[src/rtl/fix_reg_bank_if.sv]
// Control-channel register bus between the SPI front end (master) and fix_reg_bank (slave).
interface fix_reg_bank_if #(
    parameter int SPI_ADDR_LENGTH = 16,
    parameter int SHORT_REG_WD    = 16
);
    logic                       i_rd_en;
    logic                       i_wr_en;
    logic [SPI_ADDR_LENGTH-1:0] iv_addr;
    logic [SHORT_REG_WD-1:0]    iv_wr_data;
    logic                       o_fix_sel;
    logic [SHORT_REG_WD-1:0]    ov_fix_rd_data;

    modport master (
        output i_rd_en, i_wr_en, iv_addr, iv_wr_data,
        input  o_fix_sel, ov_fix_rd_data
    );

    modport slave (
        input  i_rd_en, i_wr_en, iv_addr, iv_wr_data,
        output o_fix_sel, ov_fix_rd_data
    );
endinterface

[src/rtl/fix_reg_bank.sv]
// Identity/scratch/read-counter register bank with a registered read port on clk_sample.
// Define FIX_UPTIME_CNT_EN to build the 64-bit uptime counter with snapshot at 0x08-0x0B.
module fix_reg_bank #(
    parameter int                     SPI_ADDR_LENGTH = 16,
    parameter int                     SHORT_REG_WD    = 16,
    parameter int                     LONG_REG_WD     = 64,
    parameter int                     DEC_WD          = 9,
    parameter logic [SHORT_REG_WD-1:0] VENDOR_ID      = 16'h4448,
    parameter logic [SHORT_REG_WD-1:0] PRODUCT_ID     = 16'h0182,
    parameter logic [SHORT_REG_WD-1:0] FPGA_VERSION_H = 16'h0102,
    parameter logic [SHORT_REG_WD-1:0] FPGA_VERSION_L = 16'h0202,
    parameter logic [SHORT_REG_WD-1:0] TEST_VERSION   = 16'h2000
) (
    input logic           clk_sample,
    input logic           reset_sample,
    fix_reg_bank_if.slave bus
);

    localparam logic [DEC_WD-1:0] ADDR_VENDOR  = DEC_WD'(0);
    localparam logic [DEC_WD-1:0] ADDR_PRODUCT = DEC_WD'(1);
    localparam logic [DEC_WD-1:0] ADDR_VER_H   = DEC_WD'(2);
    localparam logic [DEC_WD-1:0] ADDR_VER_L   = DEC_WD'(3);
    localparam logic [DEC_WD-1:0] ADDR_TEST    = DEC_WD'(4);
    localparam logic [DEC_WD-1:0] ADDR_SCRATCH = DEC_WD'(5);
    localparam logic [DEC_WD-1:0] ADDR_RDCNT   = DEC_WD'(6);
`ifdef FIX_UPTIME_CNT_EN
    localparam logic [DEC_WD-1:0] ADDR_UP_3    = DEC_WD'(8);
    localparam logic [DEC_WD-1:0] ADDR_UP_2    = DEC_WD'(9);
    localparam logic [DEC_WD-1:0] ADDR_UP_1    = DEC_WD'(10);
    localparam logic [DEC_WD-1:0] ADDR_UP_0    = DEC_WD'(11);
`endif

    logic [DEC_WD-1:0]       decAddr;
    logic                    readStart;
    logic                    hit;
    logic [SHORT_REG_WD-1:0] word;

    logic                    rdEnPrev_q;
    logic                    sel_q,      sel_d;
    logic [SHORT_REG_WD-1:0] rdData_q,   rdData_d;
    logic [SHORT_REG_WD-1:0] scratch_q,  scratch_d;
    logic [SHORT_REG_WD-1:0] rdCnt_q,    rdCnt_d;

`ifdef FIX_UPTIME_CNT_EN
    logic [LONG_REG_WD-1:0]  uptime_q,   uptime_d;
    logic [LONG_REG_WD-1:0]  snap_q,     snap_d;

    // Read mux uses snap_d so a 0x08 read start returns the value captured in that same cycle.
    always_comb begin
        uptime_d = uptime_q + LONG_REG_WD'(1);
        snap_d   = snap_q;
        if (readStart && decAddr == ADDR_UP_3) begin
            snap_d = uptime_q;
        end
    end

    always_ff @(posedge clk_sample) begin
        if (reset_sample) begin
            uptime_q <= '0;
            snap_q   <= '0;
        end else begin
            uptime_q <= uptime_d;
            snap_q   <= snap_d;
        end
    end
`endif

    always_comb begin
        decAddr   = bus.iv_addr[DEC_WD-1:0];
        readStart = bus.i_rd_en && !rdEnPrev_q;
        hit       = 1'b1;
        word      = '0;
        case (decAddr)
            ADDR_VENDOR:  word = VENDOR_ID;
            ADDR_PRODUCT: word = PRODUCT_ID;
            ADDR_VER_H:   word = FPGA_VERSION_H;
            ADDR_VER_L:   word = FPGA_VERSION_L;
            ADDR_TEST:    word = TEST_VERSION;
            ADDR_SCRATCH: word = scratch_q;
            ADDR_RDCNT:   word = rdCnt_q;
`ifdef FIX_UPTIME_CNT_EN
            ADDR_UP_3:    word = snap_d[LONG_REG_WD-1                  -: SHORT_REG_WD];
            ADDR_UP_2:    word = snap_d[LONG_REG_WD-1-SHORT_REG_WD     -: SHORT_REG_WD];
            ADDR_UP_1:    word = snap_d[LONG_REG_WD-1-2*SHORT_REG_WD   -: SHORT_REG_WD];
            ADDR_UP_0:    word = snap_d[LONG_REG_WD-1-3*SHORT_REG_WD   -: SHORT_REG_WD];
`endif
            default:      hit  = 1'b0;
        endcase
    end

    // A clear by write takes priority over a same-cycle read-start increment.
    always_comb begin
        sel_d     = bus.i_rd_en && hit;
        rdData_d  = sel_d ? word : '0;
        scratch_d = scratch_q;
        if (bus.i_wr_en && decAddr == ADDR_SCRATCH) begin
            scratch_d = bus.iv_wr_data;
        end
        rdCnt_d = rdCnt_q;
        if (bus.i_wr_en && decAddr == ADDR_RDCNT) begin
            rdCnt_d = '0;
        end else if (readStart && hit && rdCnt_q != '1) begin
            rdCnt_d = rdCnt_q + SHORT_REG_WD'(1);
        end
    end

    always_ff @(posedge clk_sample) begin
        if (reset_sample) begin
            rdEnPrev_q <= 1'b0;
            sel_q      <= 1'b0;
            rdData_q   <= '0;
            scratch_q  <= '0;
            rdCnt_q    <= '0;
        end else begin
            rdEnPrev_q <= bus.i_rd_en;
            sel_q      <= sel_d;
            rdData_q   <= rdData_d;
            scratch_q  <= scratch_d;
            rdCnt_q    <= rdCnt_d;
        end
    end

    assign bus.o_fix_sel      = sel_q;
    assign bus.ov_fix_rd_data = rdData_q;

endmodule
[src/flat_wrapper.sv]
// flat-port wrapper written by rule: the top's interface ports become plain ports
module fix_reg_bank_flat 
#(
    parameter int                     SPI_ADDR_LENGTH = 16,
    parameter int                     SHORT_REG_WD    = 16,
    parameter int                     LONG_REG_WD     = 64,
    parameter int                     DEC_WD          = 9,
    parameter logic [SHORT_REG_WD-1:0] VENDOR_ID      = 16'h4448,
    parameter logic [SHORT_REG_WD-1:0] PRODUCT_ID     = 16'h0182,
    parameter logic [SHORT_REG_WD-1:0] FPGA_VERSION_H = 16'h0102,
    parameter logic [SHORT_REG_WD-1:0] FPGA_VERSION_L = 16'h0202,
    parameter logic [SHORT_REG_WD-1:0] TEST_VERSION   = 16'h2000
)
  (clk_sample, reset_sample, bus_i_rd_en, bus_i_wr_en, bus_iv_addr, bus_iv_wr_data, bus_o_fix_sel, bus_ov_fix_rd_data);
  fix_reg_bank_if #(.SPI_ADDR_LENGTH(SPI_ADDR_LENGTH), .SHORT_REG_WD(SHORT_REG_WD)) bus_i ();
  input logic clk_sample;
  input logic reset_sample;
  input wire logic [$bits(bus_i.i_rd_en)-1:0] bus_i_rd_en;
  input wire logic [$bits(bus_i.i_wr_en)-1:0] bus_i_wr_en;
  input wire logic [$bits(bus_i.iv_addr)-1:0] bus_iv_addr;
  input wire logic [$bits(bus_i.iv_wr_data)-1:0] bus_iv_wr_data;
  output wire logic [$bits(bus_i.o_fix_sel)-1:0] bus_o_fix_sel;
  output wire logic [$bits(bus_i.ov_fix_rd_data)-1:0] bus_ov_fix_rd_data;
  assign bus_i.i_rd_en = bus_i_rd_en;
  assign bus_i.i_wr_en = bus_i_wr_en;
  assign bus_i.iv_addr = bus_iv_addr;
  assign bus_i.iv_wr_data = bus_iv_wr_data;
  assign bus_o_fix_sel = bus_i.o_fix_sel;
  assign bus_ov_fix_rd_data = bus_i.ov_fix_rd_data;
  fix_reg_bank #(.SPI_ADDR_LENGTH(SPI_ADDR_LENGTH), .SHORT_REG_WD(SHORT_REG_WD), .LONG_REG_WD(LONG_REG_WD), .DEC_WD(DEC_WD), .VENDOR_ID(VENDOR_ID), .PRODUCT_ID(PRODUCT_ID), .FPGA_VERSION_H(FPGA_VERSION_H), .FPGA_VERSION_L(FPGA_VERSION_L), .TEST_VERSION(TEST_VERSION)) u_core (.clk_sample(clk_sample), .reset_sample(reset_sample), .bus(bus_i));
endmodule
[config.mk]
export PLATFORM = sky130hd
export DESIGN_NAME = fix_reg_bank_flat
export DESIGN_NICKNAME = d
export VERILOG_FILES = /design/src/rtl/fix_reg_bank_if.sv /design/src/rtl/fix_reg_bank.sv /design/src/flat_wrapper.sv
export SDC_FILE = /design/constraint.sdc
export NUM_CORES = 1
export LEC_CHECK = 0
export ABC_CLOCK_PERIOD_IN_PS = 4500
export CAP_MARGIN = 15
export CORE_ASPECT_RATIO = 1.1
export CORE_MARGIN = 1
export CORE_UTILIZATION = 52
export CTS_BUF_LIST = sky130_fd_sc_hd__clkbuf_4 sky130_fd_sc_hd__clkbuf_8 sky130_fd_sc_hd__clkbuf_16
export DETAILED_ROUTE_END_ITERATION = 8
export HOLD_SLACK_MARGIN = 0.08
export PLACE_DENSITY = 0.94
export SLEW_MARGIN = 30
export SYNTH_ARGS = -nofsm -noshare
export SYNTH_HDL_FRONTEND = slang
export SYNTH_SLANG_ARGS = --single-unit
export TNS_END_PERCENT = 5
[constraint.sdc]
create_clock -name clk_sample -period 4.5 [get_ports clk_sample]
set_clock_uncertainty 0.2 [all_clocks]
set_input_delay 1.125 -clock clk_sample [delete_from_list [all_inputs] [get_ports clk_sample]]
set_output_delay 1.125 -clock clk_sample [all_outputs]
set_load 0.05 [all_outputs]
==> impl_metrics.yaml <==
cts:
  ctsResizeCount: 0
  htree_levels: 2
  clk_latency_ns: 0.30
  clock_path_buffers: 2
  numClockSinks: 50
  cts_setup_buffers: 0
  cts_inserted_buffers: 5
  cts_tree: "yes"
  path_clk_slew_ns: 0.09
  clock-root-buffer: "clkbuf_8"
  cts_hold_buf: 0
run:
  cap_violations: 0
global_route:
  globalRoute.totalOverflow: 0
  grt_pass1_wl_um: 8073
  grt_pass1_vias: 1780
  grt_max_degree: 19
  grtUsageTotal_pct: 23.32
  antenna_found_initial: 0
routing:
  drtIter0Drc: 78
  via_count: 1909
  drt_wl_total_um: 4862
  vias_per_cell: 5.501
  dr.pass1.iters: 4
  wire_per_inst_um: 14.01
  drcViolationCount: 0
  ant_nets: 0
layout:
  drive_gt1_share_pct: 7.119
  layout_common_cells: "50 x dfxtp_1, 45 x clkdlybuf4s50_1, 41 x nand2_1"
  n_antenna_cell: 0
  stdcell_count: 347
  fin_nets: 331
  fin_area_sq_um: 2701
  fin_util_pct: 67.64
  syn2layout_area_growth_pct: 24.01
  final_common_cell: "dfxtp_1"
critical_path:
  r2r_cells: 6
  critPathKind: "in2reg"
  path_max_fanout: 17
  startpoint_type: "input port"
  arrival_ns: 3.14
  required_ns: 4.51
  endpoint_kind: "register"
power:
  vdd_drop_max_mv: 0.2243
  power.density_nw_per_um2: 280.9
  p_leak_nw: 0.8825
floorplan:
  core_area_sq_um: 3994
  die_h_um: 69.88
  start_util_pct: 54.54
  dieWidth_um: 63.71
  io_pins: 53
  num_rows: 24
  dieArea_sq_um: 4452
synth:
  synth_area_sq_um: 2178
  synth-edff-count: 0
  yosys_warnings: 0
  yosysUniqueCellTypes: 42
  synth.area.top_cells: "dfxtp_1 46%, nand2_1 7.1%, a21oi_1 6.7%"
  syn_inst: 257
  synth.yosys.seq_area_share_pct: 45.95
  synth_top_area_share_pct: 45.95
  yosys.area.top_type: "dfxtp_1"
  synthFlopType: "dfxtp_1"
  synthArstFlopShare_pct: 0
  synth_nets: 294
  avgSynthCellArea_sq_um: 8.476
  ys_ff_latch: 50
sta:
  tightestPinTransition_ns: 0.6488
  period_share_pct: 69.49
  hold_viol_final: 0
  slew_violations: 0
  fmax_ghz: 0.3198
  holdWs_ns: 0.2574
  setup_violations: 0
  relSlewSlack_pct: 56.62
  fin_crit_ns: 3.127
  fin_tns_setup_ns: 0
  rsz0062_at_grt: "no"
hold_path:
  whs_path_depth: 2
  min_path_type: "reg2reg"
placed_design:
  portBuffers: 45
  postPlaceCellArea_sq_um: 2606
  place_inst: 339
  dp_hpwl_um: 3494
  gp_congestion: 0.9276
run_status:
  status: "completed"
## synth_stat cells (all sizes together) (2+ instances only)
cell,count
nor2b,4
nand4,4
nor3,7
a21oi,29
inv,6
and2,3
dfxtp,50
clkbuf,7
or2,2
nand3,8
nor2,36
a22oi,7
and3,3
nand2,41
nor4,8
o21ai,8
xnor2,12
buf,8
## through the flow
| step | total power, mW | setup WS (ns) |
|---|---|---|
| after global placement | 0.4997 | 1.166 |
| after detailed placement | 0.5011 | 1.110 |
| after CTS | 0.7640 | 1.425 |
| after global routing | 0.7930 | 1.290 |
| final | 0.7589 | 1.373 |
| after floorplan | 0.4725 | 1.876 |
## report_power, final
| part | switching, mW | internal [mW] |
|---|---|---|
| combinational | 0.0224 | 0.0266 |
| clock | 0.143 | 0.124 |
| sequential | 0.000395 | 0.443 |
## sequential cells by signal, summed over array words and instances (netlist names)
| register | flops |
|---|---|
| u_core.bus.o_fix_sel | 1 |
| u_core.bus.ov_fix_rd_data | 16 |
| u_core.rdCnt_q | 16 |
| u_core.rdEnPrev_q | 1 |
| u_core.scratch_q | 16 |
## worst max-delay path, stage by stage
cell and delay, ns:
clkdlybuf4s50_1 0.46, nor4_4 0.37, and2_0 0.33, nand3_1 0.52, a21oi_1 0.33
## layer usage
layer / global-route usage, % / share of wire (%) / up-vias
li1: - / - / 951
met1: 26.64 / 41 / 859
met5: 0 / 0 / -
met2: 39.36 / 49 / 83
met4: 10.61 / 2.7 / 0
met3: 7.190 / 6.9 / 16
## cells by family after synthesis
kind of cell    count (synthesis)  synth area share, %
flops                          50                45.95
fa+ha+maj                       1               0.5743
xor+xnor                       12                4.825
mux                             2               0.9764
buf+inv                        21                5.055
compound gates                 50                13.10
simple gates                  121                29.52
## layout make-up
class                   instances  area [sq um]
clock buffers                   6         82.58
clock inverters                 2         12.51
fillers                       296          1292
inverters                       6         22.52
multi-input cells             186          1067
flip-flops and latches         50          1001
well taps                      52         65.06
repair buffers                 45         450.4
## final timing paths
check / start / endpoint / slack [ns]
min: u_core.scratch_q[15] / u_core.scratch_q[15] / 0.26
max reg2reg: u_core.rdCnt_q[0] / u_core.rdCnt_q[11] / 2.17
min reg2reg: u_core.scratch_q[15] / u_core.scratch_q[15] / 0.26
max: bus_iv_addr[5] / u_core.bus.ov_fix_rd_data[7] / 1.37
Power figures use the tool's default switching activity.
